`src/rtl/dsp_xintf_responder.sv`:
```
`timescale 1ns/1ps
`default_nettype none
// ============================================================================
// Module      : dsp_xintf_responder
// Description : DSP-side responder for the Zynq<->DSP shared DPBRAM link.
//               Terminates the asynchronous DSP XINTF bus. DSP reads are
//               served from the Zynq-to-DSP DPBRAM (port B). DSP writes land
//               in the DSP-to-Zynq DPBRAM (port B). The block also produces
//               the block handshakes for the Zynq-side handler.
// Revision    : 1.0 - initial release
// ----------------------------------------------------------------------------
// Build option: define XINTF_TIMEOUT_EN to abort strobes held longer than
//               TIMEOUT_CYC clocks in RD_HOLD / WR_WAIT and raise o_bus_err.
//               Without it the FSM waits indefinitely and o_bus_err is 0.
// ----------------------------------------------------------------------------
// Ports:
//   i_clk, i_rst             clock, synchronous active-high reset
//   i_xintf_cs_n/rd_n/we_n   async DSP strobes (active-low)
//   i_xintf_addr/din         DSP word address / write data
//   o_xintf_dout/oe          read data and data-bus output enable
//   o_zd_addr/ce, i_zd_dout  Zynq-to-DSP BRAM read port (1-clock latency)
//   o_dz_addr/din/we         DSP-to-Zynq BRAM write port (we doubles as CE)
//   i_w_valid                Zynq parameter block ready (level)
//   o_w_ready                pulse: DSP consumed the parameter block
//   o_r_valid                pulse: DSP committed the status block
//   o_bus_err                sticky strobe-timeout flag
// Address map: 0-127 read Z2D BRAM, 128-255 write D2Z BRAM,
//              0x1FD write commit, 0x1FE write ack, 0x1FF read status.
// ============================================================================
module dsp_xintf_responder #(
    parameter int TIMEOUT_CYC = 255
) (
    input  logic        i_clk,
    input  logic        i_rst,
    input  logic        i_xintf_cs_n,
    input  logic        i_xintf_rd_n,
    input  logic        i_xintf_we_n,
    input  logic [8:0]  i_xintf_addr,
    input  logic [15:0] i_xintf_din,
    output logic [15:0] o_xintf_dout,
    output logic        o_xintf_oe,
    output logic [8:0]  o_zd_addr,
    output logic        o_zd_ce,
    input  logic [15:0] i_zd_dout,
    output logic [8:0]  o_dz_addr,
    output logic [15:0] o_dz_din,
    output logic        o_dz_we,
    input  logic        i_w_valid,
    output logic        o_w_ready,
    output logic        o_r_valid,
    output logic        o_bus_err
);

    localparam logic [2:0] S_IDLE    = 3'd0;
    localparam logic [2:0] S_RD_ADDR = 3'd1;
    localparam logic [2:0] S_RD_DATA = 3'd2;
    localparam logic [2:0] S_RD_HOLD = 3'd3;
    localparam logic [2:0] S_WR_WAIT = 3'd4;

    localparam logic [8:0] ADDR_COMMIT = 9'h1FD;
    localparam logic [8:0] ADDR_ACK    = 9'h1FE;
    localparam logic [8:0] ADDR_STATUS = 9'h1FF;

    // ------------------------------------------------------------------
    // Strobe synchronizers, edge detectors and address/data capture
    // ------------------------------------------------------------------
    logic        cs_s1_q, cs_s2_q;
    logic        rd_s1_q, rd_s2_q, rd_prev_q, rd_fall_q;
    logic        we_s1_q, we_s2_q, we_prev_q, we_rise_q;
    logic [8:0]  addr_q;
    logic [15:0] din_q;

    // ------------------------------------------------------------------
    // FSM and output registers
    // ------------------------------------------------------------------
    logic [2:0]  state_q,    state_d;
    logic [15:0] dout_q,     dout_d;
    logic        oe_q,       oe_d;
    logic [8:0]  zd_addr_q,  zd_addr_d;
    logic        zd_ce_q,    zd_ce_d;
    logic [8:0]  dz_addr_q,  dz_addr_d;
    logic [15:0] dz_din_q,   dz_din_d;
    logic        dz_we_q,    dz_we_d;
    logic        w_ready_q,  w_ready_d;
    logic        r_valid_q,  r_valid_d;
    logic        ack_pend_q, ack_pend_d;
    logic        ack_wr;
    logic        ack_req;
    logic        w_tmo_hit;

    // ------------------------------------------------------------------
    // Optional strobe timeout
    // ------------------------------------------------------------------
`ifdef XINTF_TIMEOUT_EN
    localparam int TMO_W = $clog2(TIMEOUT_CYC + 1);

    logic [TMO_W-1:0] tmo_cnt_q, tmo_cnt_d;
    logic             bus_err_q, bus_err_d;
    logic             w_in_wait;

    assign w_in_wait = (state_q == S_RD_HOLD) || (state_q == S_WR_WAIT);
    assign w_tmo_hit = w_in_wait && (tmo_cnt_q == TMO_W'(TIMEOUT_CYC));

    always_comb begin
        tmo_cnt_d = '0;
        if (w_in_wait && !w_tmo_hit) begin
            tmo_cnt_d = tmo_cnt_q + 1'b1;
        end
        // Sticky until reset.
        bus_err_d = bus_err_q | w_tmo_hit;
    end

    always_ff @(posedge i_clk) begin
        if (i_rst) begin
            tmo_cnt_q <= '0;
            bus_err_q <= 1'b0;
        end else begin
            tmo_cnt_q <= tmo_cnt_d;
            bus_err_q <= bus_err_d;
        end
    end

    assign o_bus_err = bus_err_q;
`else
    logic w_unused_tmo;

    assign w_tmo_hit    = 1'b0;
    assign o_bus_err    = 1'b0;
    assign w_unused_tmo = (TIMEOUT_CYC > 0);
`endif

    // ------------------------------------------------------------------
    // Ack handshake: an ack write and a pending ack merge into one request,
    // so a repeated ack before i_w_valid rises still yields a single pulse.
    // ------------------------------------------------------------------
    assign ack_req    = ack_wr | ack_pend_q;

    // ------------------------------------------------------------------
    // Next-state logic
    // ------------------------------------------------------------------
    always_comb begin
        state_d    = state_q;
        dout_d     = dout_q;
        oe_d       = oe_q;
        zd_addr_d  = zd_addr_q;
        zd_ce_d    = 1'b0;
        dz_addr_d  = dz_addr_q;
        dz_din_d   = dz_din_q;
        dz_we_d    = 1'b0;
        r_valid_d  = 1'b0;
        ack_wr     = 1'b0;

        case (state_q)
            S_IDLE: begin
                // rd_n and we_n low together is illegal: neither branch fires.
                if (!cs_s2_q && rd_fall_q && !rd_s2_q && we_s2_q) begin
                    state_d   = S_RD_ADDR;
                    zd_addr_d = addr_q;
                    zd_ce_d   = 1'b1;
                end else if (!cs_s2_q && !we_s2_q && rd_s2_q) begin
                    state_d = S_WR_WAIT;
                end
            end

            S_RD_ADDR: begin
                // BRAM samples zd_addr/zd_ce on this edge; data follows next.
                state_d = S_RD_DATA;
            end

            S_RD_DATA: begin
                if (zd_addr_q[8:7] == 2'b00) begin
                    dout_d = i_zd_dout;
                end else if (zd_addr_q == ADDR_STATUS) begin
                    dout_d = {14'b0, ack_pend_q, i_w_valid};
                end else begin
                    dout_d = 16'h0000;
                end
                oe_d    = 1'b1;
                state_d = S_RD_HOLD;
            end

            S_RD_HOLD: begin
                if (w_tmo_hit || rd_s2_q || cs_s2_q) begin
                    oe_d    = 1'b0;
                    state_d = S_IDLE;
                end
            end

            S_WR_WAIT: begin
                if (w_tmo_hit) begin
                    state_d = S_IDLE;
                end else if (we_rise_q) begin
                    state_d = S_IDLE;
                    if (addr_q[8:7] == 2'b01) begin
                        dz_we_d   = 1'b1;
                        dz_addr_d = addr_q;
                        dz_din_d  = din_q;
                    end else if (addr_q == ADDR_COMMIT) begin
                        r_valid_d = 1'b1;
                    end else if (addr_q == ADDR_ACK) begin
                        ack_wr = 1'b1;
                    end
                end
            end

            default: begin
                state_d = S_IDLE;
                oe_d    = 1'b0;
            end
        endcase

        w_ready_d  = ack_req & i_w_valid;
        ack_pend_d = ack_req & ~i_w_valid;
    end

    // ------------------------------------------------------------------
    // Registers
    // ------------------------------------------------------------------
    always_ff @(posedge i_clk) begin
        if (i_rst) begin
            // Strobes reset to their inactive (high) level so no edge is
            // seen coming out of reset on an idle bus.
            cs_s1_q    <= 1'b1;
            cs_s2_q    <= 1'b1;
            rd_s1_q    <= 1'b1;
            rd_s2_q    <= 1'b1;
            rd_prev_q  <= 1'b1;
            rd_fall_q  <= 1'b0;
            we_s1_q    <= 1'b1;
            we_s2_q    <= 1'b1;
            we_prev_q  <= 1'b1;
            we_rise_q  <= 1'b0;
            addr_q     <= '0;
            din_q      <= '0;
            state_q    <= S_IDLE;
            dout_q     <= '0;
            oe_q       <= 1'b0;
            zd_addr_q  <= '0;
            zd_ce_q    <= 1'b0;
            dz_addr_q  <= '0;
            dz_din_q   <= '0;
            dz_we_q    <= 1'b0;
            w_ready_q  <= 1'b0;
            r_valid_q  <= 1'b0;
            ack_pend_q <= 1'b0;
        end else begin
            cs_s1_q    <= i_xintf_cs_n;
            cs_s2_q    <= cs_s1_q;
            rd_s1_q    <= i_xintf_rd_n;
            rd_s2_q    <= rd_s1_q;
            rd_prev_q  <= rd_s2_q;
            rd_fall_q  <= rd_prev_q & ~rd_s2_q;
            we_s1_q    <= i_xintf_we_n;
            we_s2_q    <= we_s1_q;
            we_prev_q  <= we_s2_q;
            we_rise_q  <= ~we_prev_q & we_s2_q;
            // Bus is sampled only while a synced strobe is low, so the
            // value used downstream has been stable for two clocks.
            if (!cs_s2_q && (!rd_s2_q || !we_s2_q)) begin
                addr_q <= i_xintf_addr;
                din_q  <= i_xintf_din;
            end
            state_q    <= state_d;
            dout_q     <= dout_d;
            oe_q       <= oe_d;
            zd_addr_q  <= zd_addr_d;
            zd_ce_q    <= zd_ce_d;
            dz_addr_q  <= dz_addr_d;
            dz_din_q   <= dz_din_d;
            dz_we_q    <= dz_we_d;
            w_ready_q  <= w_ready_d;
            r_valid_q  <= r_valid_d;
            ack_pend_q <= ack_pend_d;
        end
    end

    assign o_xintf_dout = dout_q;
    assign o_xintf_oe   = oe_q;
    assign o_zd_addr    = zd_addr_q;
    assign o_zd_ce      = zd_ce_q;
    assign o_dz_addr    = dz_addr_q;
    assign o_dz_din     = dz_din_q;
    assign o_dz_we      = dz_we_q;
    assign o_w_ready    = w_ready_q;
    assign o_r_valid    = r_valid_q;

endmodule
`default_nettype wire
```
`config.mk`:
```
export PLATFORM = sky130hd
export DESIGN_NAME = dsp_xintf_responder
export DESIGN_NICKNAME = d
export VERILOG_FILES = /design/src/rtl/dsp_xintf_responder.sv
export SDC_FILE = /design/constraint.sdc
export NUM_CORES = 1
export LEC_CHECK = 0
export BUFFER_PORTS_ARGS = -buffer_cell sky130_fd_sc_hd__buf_2
export CORE_ASPECT_RATIO = 0.8
export CORE_MARGIN = 2
export CORE_UTILIZATION = 46
export DETAILED_ROUTE_END_ITERATION = 6
export GPL_TIMING_DRIVEN = 0
export HOLD_SLACK_MARGIN = 0.08
export PLACE_DENSITY = 0.83
export SYNTH_ARGS = -nofsm -noshare
export SYNTH_HDL_FRONTEND = slang
export SYNTH_SLANG_ARGS = --single-unit
```
`constraint.sdc`:
```
create_clock -name i_clk -period 1.2 [get_ports i_clk]
set_input_delay 0 -clock i_clk [delete_from_list [all_inputs] [get_ports i_clk]]
set_output_delay 0 -clock i_clk [all_outputs]
set_load 0.1 [all_outputs]
```
* After elaboration in Yosys (flattened, before gate mapping) *
Index checks and enable logic that the tools add are counted.

storage, ports and cells
  word-level logic and storage cells = 84
  flip-flop bits (word level) = 94
  input bits = 47

cells by class
  mux-type cells = 17
  reductions and logical operators = 21
  eq/ne operators = 11
  bitwise logic cells = 12

operator list
  cell                                                              count
  9-bit == test (second input constant)                             3
  16-bit two-way mux                                                1
  3-bit case mux with 5 select lines                                1
  3-bit two-way mux                                                 4
  1-bit two-way mux                                                 9
  1-bit NOT                                                         7
  3-bit by 2-bit == test with 1-bit output (second input constant)  2
  1-bit logical AND                                                 6
  3-bit AND reduction                                               2
  3-bit OR reduction                                                2
  1-bit bitwise AND                                                 4
  2-bit != test (second input constant)                             2
  2-bit AND reduction                                               2
  4-bit OR reduction                                                1
  3-bit by 1-bit == test with 1-bit output (second input constant)  1
  3-bit == test (second input constant)                             1
  1-bit logical NOT                                                 3
  3-bit logical NOT                                                 1
  3-bit != test (second input constant)                             1
  1-bit case mux with 3 select lines                                1
  2-bit by 1-bit == test with 1-bit output (second input constant)  1
  2-bit logical NOT                                                 1
  1-bit logical OR                                                  2
  2-bit two-way mux                                                 1
  2 further kinds                                                   2

* Depth between registers and ports, before layout *
  depth in word-level cells = 8
  depth in mapped cells = 6
  gate-level depth less buffers = 3

* Worst setup path after synthesis *
OpenSTA, ideal clock, no wires.

  path type = register -> register
  start point = reg zd_addr_q[6], in the netlist o_zd_addr[6]
  end point = reg dout_q[0], in the netlist o_xintf_dout[0]
  stages on the path, launching flop included = 4
  slack = -0.595 ns
  setup time = 0.086 ns
  data arrival time = 1.709 ns
  clock period less this slack = 1.795 ns
  data required time = 1.114 ns
  cells stage by stage = dfxtp_1 -> nand4_1 -> or3_1 -> a211oi_1

on the way
  longest elaborated chain between the ends = 3

ends and longest elaborated chain
  what                    RTL line  text
  start, declared         79        logic [8:0] zd_addr_q, zd_addr_d;
  start signal, assigned  266       zd_addr_q <= zd_addr_d;
  9-bit == test           173       end else if (zd_addr_q == ADDR_STATUS) begin
  2-bit two-way mux       173
  16-bit two-way mux      171       if (zd_addr_q[8:7] == 2'b00) begin
  end signal, assigned    264       dout_q <= dout_d;
  end, declared           77        logic [15:0] dout_q, dout_d;

No other way between the ends.
A chain may end at the register's enable or synchronous reset.

* Worst setup path after layout *
  start point = reg state_q[0]
  end point = reg dz_din_q[6], in the netlist o_dz_din[6]

on the way
  longest elaborated chain between the ends = 2

ends and longest elaborated chain
  what                           RTL line  text
  start, declared                76        logic [2:0] state_q, state_d;
  start signal, assigned         263       state_q <= state_d;
  3-bit == test                  153       case (state_q)
  3-bit AND reduction (no line)  -
  end signal, assigned           269       dz_din_q <= dz_din_d;
  end, declared                  82        logic [15:0] dz_din_q, dz_din_d;

No other way between the ends.

==> metrics <==
fin worst setup slack -0.179 ns; GPL Wtd Cong roughly 0.8; unrepaired setup endpoints after global routing true; CP arrival about 1.6 ns; CP max FO 10; Placed Area around 0.0043 mm²; number of CTS-inserted buffers 9; mapped cell area around 0.0036 mm²; routed vias approximately 3,600; max_slew headroom a little over 60%; Synth-to-Final Area Change 47.3%; Die Ht 82.9 µm; Post-synth EDFFs 0; vias in the first global route 3,396; largest net degree at the start of global routing 18; Yosys top cell area share a little over half; hold_ws about 0.27 ns; chip width 103 µm; port bufs 100; Post-Syn Instances 408; Worst path most repeated cell buf_6; Initial Utilization around 48%; Setup violations, final 50; die area between 0.008 and 0.009 mm²; Hold WC Path Type input pin to flip-flop; share of cells above drive strength 1 40.3%; total grt overflow 0; critical path's largest stage delay just over 0.4 ns; Clock Latency Late Sink about 0.37 ns; VDD IR max 713 µV; Placement Setup Slack -0.310 ns; Fill cells 579; Worst path slowest cell or3_4; most frequent cell after synthesis dfxtp_1; Max-cap violations 0; WL final about 11 mm; Final ANT Viol Nets 0; pwr dens between 1000 and 1500 mW/mm²; Crit path buffers/inverters 2; max-slew violation count 0; initial antenna violation count 0; Yosys warnings 0; diode count 0; Synth cell types 41; CP delay by family, top simple AND/OR/NAND/NOR gates; ranking of synthesized cells by area dfxtp_1 (53%), a21oi_1 (9.5%), nand2_1 (7.1%); synth cell count leaders dfxtp_1 (94), a21oi_1 (68), nand2_1 (68); total clock sinks 94; Final period util 115%; failing checks setup timing; final hold vios 0; layout net count 630; post-route design area between 0.005 and 0.006 mm²; sequential element share of the synthesized area between 50% and 60%; CTS tree done; Synth area leader dfxtp_1; Max Fclk 0.725 GHz; Core Box Area 0.00746 mm²; Max Buffers Root-to-Sink 2; ys flop type dfxtp_1; post-DP HPWL roughly 6.6 mm; fraction of registers with async set/reset 0%; Total GRT Usage 23.3%; Detailed Routing Iterations Pass 1 4; Worst Setup End Kind flip-flop; Tmin final 1.38 ns; first-pass GRT wire length ~16 mm; DRC viols 0; Total Power 5.59 mW; Layout Skew 0.0138 ns; Rows 28; crit path kind flip-flop to flip-flop; WP data required 1.44 ns; Via-to-Cell Ratio 5.22; Seq cells post-synth 94; LEAKAGE approximately 2.1 nW; Syn Nets ~460; CTS root buf clkbuf_8; IO Pins ~100; CTS HTree Levels 3; syn_area_per_cell between 8 and 9 µm²; Slew @ Worst Pin approximately 0.59 ns; status finished, violations left; Worst-path clk slew about 0.1 ns; Critical Path Start Type flip-flop; drt initial violations between 150 and 200; CP cell instances buf_6 -> or3_4 -> buf_6 -> o21ai_1 -> a21oi_1; per-cell routed wire length approximately 16 µm
[where the power goes]
part	internal [mW]	total [mW]	switching (mW)	leakage (nW)
logic	0.234	0.450	0.216	1.23
clock network	0.841	1.99	1.14	0.0946
registers	3.12	3.15	0.0253	0.784
total	4.20	5.59	1.39	2.11
[stage by stage]
stage / std cells / TNS (ns) / utilization, %
2_1_floorplan: 408 / -2.06 / -
3_3_place_gp: 613 / -10.17 / 57.5
3_5_place_dp: 613 / -12.29 / 57.5
4_1_cts: 679 / -4.68 / 67.7
5_1_grt: 693 / -8.20 / 70.7
6_report: 693 / -5.62 / 70.7
[cells by family (layout without fill, tap and decap cells)]
kind of cell    after synthesis  count (layout)  synth area share [%]
mux                           9               9                  2.51
compound gates              102             102                  15.0
simple gates                167             167                  24.0
flops                        94              94                  52.5
buf+inv                      35             215                  5.87
other cells                   1               1                 0.105
[layout make-up]
cell class                 instances  area, µm²  area share, %
inverter                           2       7.51          0.142
clock buffer                      10        138           2.61
tap                              105        131           2.49
timing repair buffer             165       1150           21.7
buffer                            32        253           4.79
clock inverter                     6       48.8          0.925
multi-input combinational        279       1580           30.0
sequential                        94       1970           37.3
[cell usage in the layout, fill, tap and decap left out, types with 15 or more instances in the layout]
cell type and count:
a21oi_1 60, buf_2 102, buf_4 15, buf_6 19
dfxtp_1 48, dfxtp_2 34, dlygate4sd3_1 46, nand2_1 65
nand2b_1 21, nand3_1 38, o21ai_1 17
[state kept, by name (all words and copies together) (netlist names), 3 cells and up]
name          count
din_q            16
o_dz_din         16
o_xintf_dout     16
addr_q            9
o_dz_addr         9
o_zd_addr         9
state_q           3
[worst min-delay path, cell delays in order]
cell and delay, ns:
buf_2 0.15, clkbuf_1 0.27, a21oi_1 0.18
[per-layer routing]
layer	GRT usage (%)	share of wire, %	wire length, µm
met5	0	0	0
met4	5.21	1.3	145
met3	6.57	6.5	705
met2	39.0	48	5220
met1	29.6	44	4730
[final timing paths]
kind / from / end / slack, ns / cells after the start
max reg2reg: state_q[0] / o_dz_din[6] / -0.18 / 5
max: state_q[0] / o_dz_din[6] / -0.18 / 5
min reg2reg: cs_s1_q / cs_s2_q / 0.41 / 1
min: i_rst / o_dz_addr[2] / 0.27 / 3
[what timing repair did]
action,4_1_cts,5_1_grt
setup endpoints to repair,78,75
endpoints found under the hold margin,50,0
gates cloned,2,2
buffers inserted,3,12
hold buffers,46,0
pin swaps,4,6
gates resized for setup,30,35
Power figures use the tool's default switching activity.
